### src/rtl/writeback_unit.sv
// Register-file write-back stage: merges single-cycle ALU results and memory
// load returns onto one write port, with a one-entry ALU hold buffer.
module writeback_unit #(
  parameter int unsigned ADDR_W = 5,
  parameter int unsigned XLEN   = 32
) (
  input  logic              clk,
  input  logic              rst_n,
  input  logic              alu_valid,
  output logic              alu_ready,
  input  logic [ADDR_W-1:0] alu_rd,
  input  logic [XLEN-1:0]   alu_result,
  input  logic              ld_valid,
  output logic              ld_ready,
  input  logic [ADDR_W-1:0] ld_rd,
  input  logic [2:0]        ld_funct3,
  input  logic [1:0]        ld_off,
  input  logic              mem_rvalid,
  input  logic [XLEN-1:0]   mem_rdata,
  output logic              ld_busy,
  output logic [ADDR_W-1:0] ld_pending_rd,
  output logic              we3,
  output logic [ADDR_W-1:0] wa3,
  output logic [XLEN-1:0]   wd3
);

  typedef enum logic {ST_IDLE, ST_WAIT} state_t;

  state_t            state_q, state_d;
  logic [ADDR_W-1:0] ld_rd_q, ld_rd_d;
  logic [2:0]        ld_f3_q, ld_f3_d;
  logic [1:0]        ld_off_q, ld_off_d;
  logic              buf_valid_q, buf_valid_d;
  logic [ADDR_W-1:0] buf_rd_q, buf_rd_d;
  logic [XLEN-1:0]   buf_data_q, buf_data_d;
  logic              alu_ready_q, alu_ready_d;
  logic              we3_q, we3_d;
  logic [ADDR_W-1:0] wa3_q, wa3_d;
  logic [XLEN-1:0]   wd3_q, wd3_d;

  logic              ld_done;
  logic              alu_take;
  logic              buf_drain;
  logic [XLEN-1:0]   ld_shift;
  logic [XLEN-1:0]   ld_data;

  always_comb begin
    ld_shift = mem_rdata >> {ld_off_q, 3'b000};
    case (ld_f3_q)
      3'b000:  ld_data = {{(XLEN-8){ld_shift[7]}}, ld_shift[7:0]};
      3'b001:  ld_data = {{(XLEN-16){ld_shift[15]}}, ld_shift[15:0]};
      3'b100:  ld_data = {{(XLEN-8){1'b0}}, ld_shift[7:0]};
      3'b101:  ld_data = {{(XLEN-16){1'b0}}, ld_shift[15:0]};
      default: ld_data = ld_shift;
    endcase
  end

  always_comb begin
    state_d     = state_q;
    ld_rd_d     = ld_rd_q;
    ld_f3_d     = ld_f3_q;
    ld_off_d    = ld_off_q;
    buf_valid_d = buf_valid_q;
    buf_rd_d    = buf_rd_q;
    buf_data_d  = buf_data_q;
    we3_d       = 1'b0;
    wa3_d       = wa3_q;
    wd3_d       = wd3_q;
    buf_drain   = 1'b0;

    ld_done  = (state_q == ST_WAIT) && mem_rvalid;
    // x0 ALU results complete the handshake but never compete for the port
    alu_take = alu_valid && alu_ready_q && (alu_rd != '0);

    case (state_q)
      ST_IDLE: begin
        if (ld_valid) begin
          state_d  = ST_WAIT;
          ld_rd_d  = ld_rd;
          ld_f3_d  = ld_funct3;
          ld_off_d = ld_off;
        end
      end
      ST_WAIT: begin
        if (mem_rvalid) state_d = ST_IDLE;
      end
      default: state_d = ST_IDLE;
    endcase

    // A completing load owns the port even when it targets x0
    if (ld_done) begin
      if (ld_rd_q != '0) begin
        we3_d = 1'b1;
        wa3_d = ld_rd_q;
        wd3_d = ld_data;
      end
      if (alu_take) begin
        buf_valid_d = 1'b1;
        buf_rd_d    = alu_rd;
        buf_data_d  = alu_result;
      end
    end else if (buf_valid_q) begin
      we3_d       = 1'b1;
      wa3_d       = buf_rd_q;
      wd3_d       = buf_data_q;
      buf_valid_d = 1'b0;
      buf_drain   = 1'b1;
    end else if (alu_take) begin
      we3_d = 1'b1;
      wa3_d = alu_rd;
      wd3_d = alu_result;
    end

    // Ready stays low for the cycle the drained entry is on the port
    alu_ready_d = !buf_valid_d && !buf_drain;
  end

  always_ff @(posedge clk or negedge rst_n) begin
    if (!rst_n) begin
      state_q     <= ST_IDLE;
      ld_rd_q     <= '0;
      ld_f3_q     <= '0;
      ld_off_q    <= '0;
      buf_valid_q <= 1'b0;
      buf_rd_q    <= '0;
      buf_data_q  <= '0;
      alu_ready_q <= 1'b1;
      we3_q       <= 1'b0;
      wa3_q       <= '0;
      wd3_q       <= '0;
    end else begin
      state_q     <= state_d;
      ld_rd_q     <= ld_rd_d;
      ld_f3_q     <= ld_f3_d;
      ld_off_q    <= ld_off_d;
      buf_valid_q <= buf_valid_d;
      buf_rd_q    <= buf_rd_d;
      buf_data_q  <= buf_data_d;
      alu_ready_q <= alu_ready_d;
      we3_q       <= we3_d;
      wa3_q       <= wa3_d;
      wd3_q       <= wd3_d;
    end
  end

  assign alu_ready     = alu_ready_q;
  assign ld_ready      = (state_q == ST_IDLE);
  assign ld_busy       = (state_q == ST_WAIT);
  assign ld_pending_rd = (state_q == ST_WAIT) ? ld_rd_q : '0;
  assign we3           = we3_q;
  assign wa3           = wa3_q;
  assign wd3           = wd3_q;

endmodule

### config.mk
export PLATFORM = sky130hd
export DESIGN_NAME = writeback_unit
export DESIGN_NICKNAME = d
export VERILOG_FILES = /design/src/rtl/writeback_unit.sv
export SDC_FILE = /design/constraint.sdc
export NUM_CORES = 1
export LEC_CHECK = 0
export CAP_MARGIN = 0
export CORE_MARGIN = 5
export CORE_UTILIZATION = 53
export DETAILED_ROUTE_END_ITERATION = 16
export MAX_ROUTING_LAYER = met4
export PLACE_DENSITY = 0.86
export SETUP_SLACK_MARGIN = 0.3
export SYNTH_ARGS = -nofsm -noshare
export SYNTH_HDL_FRONTEND = slang
export SYNTH_SLANG_ARGS = --single-unit
export TNS_END_PERCENT = 50
### constraint.sdc
create_clock -name clk -period 3.5 [get_ports clk]
set_input_delay 0.7 -clock clk [delete_from_list [all_inputs] [get_ports clk]]
set_output_delay 0.7 -clock clk [all_outputs]
set_load 0.05 [all_outputs]
[Word level (Yosys, flattened, before mapping)]
Index checks and enable logic that the tools add are counted.
Storage, ports and cells
  bits in registers: 88
  input bits: 84
  output and inout port bits: 46
  word-level logic and storage cells: 51
Cells by class
  equality and inequality tests: 4
  shifts and indexed selects: 1
  multiplexer cells: 21
  bitwise gates (word level): 1
  reduce and logical (&&, ||, !) cells: 13
Operators with widths (count)
  two-way mux 32 bit: 4
  case mux 32 bit (4 select lines): 1
  right shift 32 x 5 -> 32 bit: 1
  two-way mux 5 bit: 5
  two-way mux 1 bit: 10
  nonzero test 5 bit: 2
  == test 3 bit (second input constant): 2
  AND reduction 2 bit: 3
  logical AND 1 bit: 4
  == test 3 x 1 -> 1 bit (second input constant): 1
  logical NOT 3 bit: 1
  nonzero test 3 bit: 1
  logical NOT 1 bit: 2
  != test 2 x 1 -> 1 bit (second input constant): 1
  case mux 1 bit (2 select lines): 1
  inverter 1 bit: 1

[Longest topological paths before layout]
  depth in word-level cells: 6
  depth in mapped cells: 9
  mapped depth without buffers: 5

[Worst setup path before layout]
Ideal clock, no wire load.
  kind: input -> register
  from: in alu_rd[1]
  to: reg wa3_q[0] (netlist: wa3[0])
  data arrival time: 2375 ps
  setup slack: 1000 ps
  stages on the path: 8
  cells stage by stage: or4_4 nor4_4 or2_1 buf_6 inv_2 buf_6 buf_12 mux2_4
On the way
  cells in the longest elaborated chain, start to end: 4
RTL lines
  start: declaration: RTL line 11  | input logic [ADDR_W-1:0] alu_rd,
  nonzero test 5 bit: RTL line 73  | alu_take = alu_valid && alu_ready_q && (alu_rd != '0);
  logical AND 1 bit: RTL line 73
  nonzero test 3 bit (no source line)
  AND reduction 2 bit (no source line)
  end signal: assignment: RTL line 141  | wa3_q <= wa3_d;
  end: declaration: RTL line 38  | logic [ADDR_W-1:0] wa3_q, wa3_d;
No other way between the ends.
A chain may end at the register's enable or synchronous reset.

[Final worst setup path]
  from: in alu_rd[1]
  to: reg wd3_q[29] (netlist: wd3[29])
On the way
  cells in the longest elaborated chain, start to end: 4
RTL lines
  nonzero test 5 bit: RTL line 73
  logical AND 1 bit: RTL line 73
  nonzero test 3 bit (no source line)
  AND reduction 2 bit (no source line)
  end signal: assignment: RTL line 142  | wd3_q <= wd3_d;
  end: declaration: RTL line 39  | logic [XLEN-1:0] wd3_q, wd3_d;
No other way between the ends.

==> run metrics <==
status completed; syn_nets 495; worst relative slew slack 0.2774; Post-Synth Simple-Gate Area 0.08318; Largest delay share family, worst path simple AND/OR/NAND/NOR gates; hold crit path type flop to flop; Port Buffers 129; post-synthesis register bit count 88; Area contributors post-synth dfrtp_1, mux2_2, mux2i_1, a211oi_1, mux4_2; number of flops mapped to enable cells by yosys 0; Hold Slack 508.7 ps; sw power 0.001658 W; first-pass GRT wire length 20.72 mm; Min-Delay Endpoint buf_data_q[9]; Layout Skew 10.98 ps; Worst Hold Depth 1; mux cell area share after synthesis 0.2759; Peak Freq 364.3 MHz; Internal Power 0.002435 W; cell taking the most area after synthesis dfrtp_1; vias in the first global route 3926; drt via density 6.051; synth warn 0; die area 0.01124 mm^2; Final Hold Vio Count 0; clock share of power 0.160; fin crit period 2745 ps; routed via count 3879; Reg power frac 0.383; Post-Synth XOR/XNOR Area 0.001792; top-area cell type share of the netlist area 0.4454; CP Max Fanout 29; Crit. End Element flop; static leakage 2.524 nW; WP data arrival 3000 ps; final-report max-slew violation count 0; CP Launch Type input pin; CP max stage cell or4_4; CP required 3750 ps; root buffer cell clkbuf_8; Switching Fraction 0.4050; Reg clk slew, reported paths 90 ps; Non-Filler Instances 641; Max VDD drop 0.3542 mV; Num CTS Buffers 9; synth unique cells 43; Post-Syn Area 0.004888 mm^2; max incr delay on CP 580 ps; 1st-iter DRT viols 269; worst path buffer plus inverter count 2; Initial Utilization 0.5367; placer congestion estimate 0.8948; power per cell area 639.9 mW/mm^2; r2r endpoint wd3[21]; pin slew with the least headroom to its limit 1084 ps; Combinational Power Share 0.457; initial antenna violation count 0; R2R depth 5; GR Util All Layers 0.2413; # diodes 0; total gr overflow 0; Compound-Gate Fraction of Synth Area 0.1515; Final setup viols 0; adder-cell share of the synthesized area 0; CTS tree built; syn_area_per_cell 11.89 um^2; Fill cells 665; largest family of logic cells by synthesized area multiplexers; R2R Path Start buf_valid_q; Syn-to-layout area delta 30.84%; # Post-CTS Setup Buffers 0; row count 35; Detailed Route WL 12.95 mm; Clk Latency, worst-skew pair 360 ps; DP Wirelength 9.634 mm; Finished Core Util 0.7022; most common cell in the synthesized netlist dfrtp_1; Async SR Flop Fraction 1.000; H-Tree Depth 3; router iterations before antenna repair 4; # clock sinks 88; CP Class input pin to flop; r2r setup slk 1050 ps; top cells by count, synth dfrtp_1, mux2_2, mux2i_1; sequential share of the synthesized area 0.4507; Remaining DRCs 0; Mapped Cells 411; CP cell instances clkdlybuf4s50_1, or4_4, nor4_4, or2_1, inv_2, mux2_4; hold wc startpoint buf_data_q[9]; Post-CTS Resized 0; fraction of layout cells with a size suffix above 1 0.2208; setup TNS 0 ps; clk buf depth 2; RSZ-0062 raised after global routing false; total of max-cap violations 0; final antenna-violating net count 0; IO Count 130; period utilization 0.7843; die width 106.0 um; total power 0.004093 W; # nets final 609; Most used DFF post-synth dfrtp_1; placed cells 625; DIE HEIGHT 106.0 um; DR WL/cell 20.21 um; Post-CTS Hold Fix Bufs 0; area of the core 0.009109 mm^2; largest net degree at the start of global routing 89
placed cells by master (no fill, tap or decap), types with 2 or more instances in the layout:
master / synthesis / final
a211oi_1: 25 / 25
a21oi_1: 9 / 9
a31oi_1: 9 / 9
a41oi_1: 8 / 8
and2_1: 6 / 5
buf_4: 0 / 10
clkbuf_8: 0 / 10
clkdlybuf4s50_1: 0 / 128
clkinv_4: 0 / 2
clkinvlp_4: 0 / 3
dfrtp_1: 87 / 86
mux2_2: 66 / 66
mux2_4: 9 / 9
mux2i_1: 29 / 29
mux4_2: 8 / 8
nand2_1: 22 / 22
nor2_1: 3 / 3
nor2b_1: 27 / 27
o21ai_0: 22 / 22
o2bb2ai_1: 7 / 7
o31ai_1: 9 / 9
o32a_1: 8 / 8
or3_1: 2 / 2
sequential cells by signal, summed over array words and instances (netlist names):
signal,cells
buf_rd_q,5
buf_data_q,32
we3,1
ld_rd_q,5
wa3,5
wd3,32
ld_f3_q,3
ld_busy,1
buf_valid_q,1
ld_off_q,2
alu_ready,1
metrics by stage:
stage / setup slack [ps] / area (um^2)
after global routing: 649.8 / 6396
after detailed placement: 400.2 / 6213
after global placement: 485.6 / 6213
after CTS: 780.9 / 6396
after floorplan: 1000 / 4888
final: 754.8 / 6396
area by class of cell:
cell class	instances	area, um^2	share of cell area
Timing Repair Buffer	138	1356	0.2121
Inverter	2	7.507	0.001174
Sequential cell	88	2205	0.3447
Multi-Input combinational cell	286	2506	0.3918
Tap cell	111	138.9	0.02171
Clock buffer	10	137.6	0.02152
Clock inverter	6	45.04	0.007042
how the worst max path moves through the flow:
| stage | startpoint | end | cells after the start |
|---|---|---|---|
| final | alu_rd[1] | wd3[29] | 6 |
| after global routing | alu_rd[1] | wa3[0] | 6 |
| after CTS | alu_rd[1] | wd3[29] | 6 |
| after detailed placement | alu_rd[1] | wd3[29] | 6 |
| after global placement | alu_rd[1] | wd3[29] | 6 |
| after floorplan | alu_rd[1] | wa3[0] | 8 |
metal layers:
metal	part of all wire	wire length, um	track usage	vias to the layer above
li1	-	-	-	1783
met1	0.42	5416	0.2987	1914
met2	0.49	6381	0.3939	151
met3	0.064	831	0.05525	31
met4	0.025	324	0.08048	0
met5	0	0	-	-
kinds of logic (layout without fill, tap and decap cells):
logic type      count (synthesis)  after routing
compound gates                102            102
mux                           112            112
flops                          88             88
simple gates                   71             71
buf+inv                        37            156
xor+xnor                        1              1
power by group through the flow:
stage / Combinational [W] / Clock (W) / Sequential [W]
6_report: 0.00187 / 0.000654 / 0.00157
4_1_cts: 0.00188 / 0.000665 / 0.00157
3_5_place_dp: 0.00188 / 0 / 0.00158
2_1_floorplan: 0.000809 / 0 / 0.00202
3_3_place_gp: 0.00183 / 0 / 0.00156
5_1_grt: 0.00197 / 0.000704 / 0.00161
(Power assumes the default switching activity.)
==> edit: new RTL, same settings <==
Change the parameter `XLEN` from 32 to 64.
--- a/src/rtl/writeback_unit.sv
+++ b/src/rtl/writeback_unit.sv
@@ -4,3 +4,3 @@
   parameter int unsigned ADDR_W = 5,
-  parameter int unsigned XLEN   = 32
+  parameter int unsigned XLEN   = 64
 ) (
Interface: changed (resized alu_result, mem_rdata and wd3); port bits go from 130 to 226. The function was not compared with the original's and may differ.
==> edit against the original RTL <==
- die area increased by 64%
- power increased by 89%
- global-route usage grew 5.1 points
- wire length grew 98%
- cell area is 77% higher
- setup slack improved by 0.12 ns
- register-to-register slack lost 0.18 ns
- sequential cell count increased by 64
- critical path depth down 1
- utilization grew 1.9 points
- synthesized area rose by 71%
==> edit: results (changes against the original RTL) <==
[run_status] outcome finished clean [unchanged]
[cts] CTS clk-pin slew, worst paths 0.06 ns [was 0.09 ns]
[cells_and_area] post-layout instance count excluding filler cells 1181 [was 641]
[yosys] top cells by count, synth sky130_fd_sc_hd__dfrtp_1 (151), sky130_fd_sc_hd__mux2_2 (111), sky130_fd_sc_hd__mux2i_1 (81), sky130_fd_sc_hd__o21ai_0 (60), sky130_fd_sc_hd__nand2_1 (58) [was sky130_fd_sc_hd__dfrtp_1 (87), sky130_fd_sc_hd__mux2_2 (66), sky130_fd_sc_hd__mux2i_1 (29), sky130_fd_sc_hd__nor2b_1 (27), sky130_fd_sc_hd__a211oi_1 (25)]
[cells_and_area] # nets final 1100 [was 609]
[global_routing] vias in the first global route 7309 [was 3926]
[setup_path] CP arrival 2.93 ns [was 3.00 ns]
[routing] number of vias per cell 6.03 [was 6.05]
[global_routing] Tot GR Track Use 29.2% [was 24.1%]
[worst_hold_path] class of the tightest hold or removal check input port to asynchronous set/reset pin [was flop to flop]
[routing] wire length on met3 1830 µm [was 831 µm]
[cells_and_area] filler cell count 1087 [was 665]
[global_routing] wire length of the first global-routing pass 40300 µm [was 20700 µm]
[global_routing] pin count of the biggest net entering global routing 75 [was 89]
[timing] worst slew margin relative to its limit 29.1% [was 27.7%]
[power] leakage 4.58 nW [was 2.52 nW]
[routing] length of the first detailed-routing pass in iterations 5 [was 4]
[yosys] main area contributors after synthesis sky130_fd_sc_hd__dfrtp_1 (45%), sky130_fd_sc_hd__mux2_2 (15%), sky130_fd_sc_hd__mux2i_1 (9.7%) [was sky130_fd_sc_hd__dfrtp_1 (45%), sky130_fd_sc_hd__mux2_2 (15%), sky130_fd_sc_hd__mux2i_1 (5.9%)]
[yosys] syn_nets 913 [was 495]
[cts] CTS root buffer sky130_fd_sc_hd__clkbuf_16 [was sky130_fd_sc_hd__clkbuf_8]
[setup_path] maximum fanout along the worst path 35 [was 29]
[yosys] number of distinct library cell variants in the gate-level netlist after synthesis 35 [was 43]
[yosys] sequential-to-total area share from yosys stat 45.5% [was 45.1%]
[routing] Routed WL per cell 21.7 µm [was 20.2 µm]
[cells_and_area] fraction of layout instances using a drive strength above 1 17.9% [was 22.1%]
[cts] deepest level of the CTS H-tree 4 [was 3]
[routing] detailed-route wire length on metal 1 10600 µm [was 5420 µm]
[cts] clock insertion delay at the later pin of the skew report 0.43 ns [was 0.36 ns]
[routing] met2 layer wire length in the routed design 12000 µm [was 6380 µm]
[setup_path] CP Launch Point ld_off_q[0]$_DFFE_PN0P_ [was alu_rd[1]]
[power] worst IR drop on VDD 0.000393 V [was 0.000354 V]
[yosys] Mapped Avg Cell Area 10.9 µm² [was 11.9 µm²]
[place] HPWL reported at the end of detailed placement 18100 µm [was 9630 µm]
[timing] worst clock skew on the final layout 0.00714 ns [was 0.0110 ns]
[edit: critical path: stages, from the launching register on]
cell and delay (ns):
sky130_fd_sc_hd__dfrtp_2 0.76, sky130_fd_sc_hd__buf_4 0.51, sky130_fd_sc_hd__nand2b_1 0.59, sky130_fd_sc_hd__o221ai_1 0.32, sky130_fd_sc_hd__o22ai_1 0.21, sky130_fd_sc_hd__o21ai_0 0.09
[edit: logic make-up after synthesis]
logic type	after synthesis	share of synthesized area (%)
buffers and inverters	74	4.19
multiplexers	199	26.5
AND/OR/NAND/NOR	118	6.59
flip-flops	152	45.5
AO/OA/AOI/OAI	222	17.3
[edit: final timing paths]
check	to	slack, ns	cells after the start
min reg2reg	wd3[55]$_DFFE_PN0P_	0.48	2
min in group clk	wd3[55]$_DFFE_PN0P_	0.48	2
min	buf_data_q[52]$_DFFE_PN0P_	0.22	1
max reg2reg	wd3[22]$_DFFE_PN0P_	0.87	5
max in group asynchronous	ld_off_q[1]$_DFFE_PN0P_	2.47	2
max	wd3[22]$_DFFE_PN0P_	0.87	5
[edit: routing by layer]
layer | global-route usage (%) | up-vias
li1 | - | 3225
met1 | 37.5 | 3468
met2 | 45.1 | 342
met3 | 5.13 | 84
met4 | 14.1 | 0
met5 | - | -
[edit: final cells by class]
| class | instances | area, µm² | area share, % |
|---|---|---|---|
| clock buffers | 20 | 447 | 3.94 |
| clock inverters | 12 | 126 | 1.12 |
| inverters | 2 | 7.51 | 0.0663 |
| multi-input cells | 539 | 4230 | 37.3 |
| flip-flops and latches | 152 | 3810 | 33.6 |
| well taps | 216 | 270 | 2.39 |
| repair buffers | 240 | 2440 | 21.5 |
[edit: power by group]
part	switching (mW)	internal, mW
Clock	0.746	1.07
Sequential	0.388	2.32
Combinational	1.91	1.31
Total	3.04	4.70
[edit: metrics by stage]
stage                     instance area, µm²  hold slack [ns]  util, %
after detailed placement               10800            0.467     68.5
after floorplan                         8370            0.404        -
final                                  11300            0.217     72.1
after global routing                   11300            0.261     72.1
after CTS                              11300            0.235     72.1
after global placement                 10800            0.460     68.5
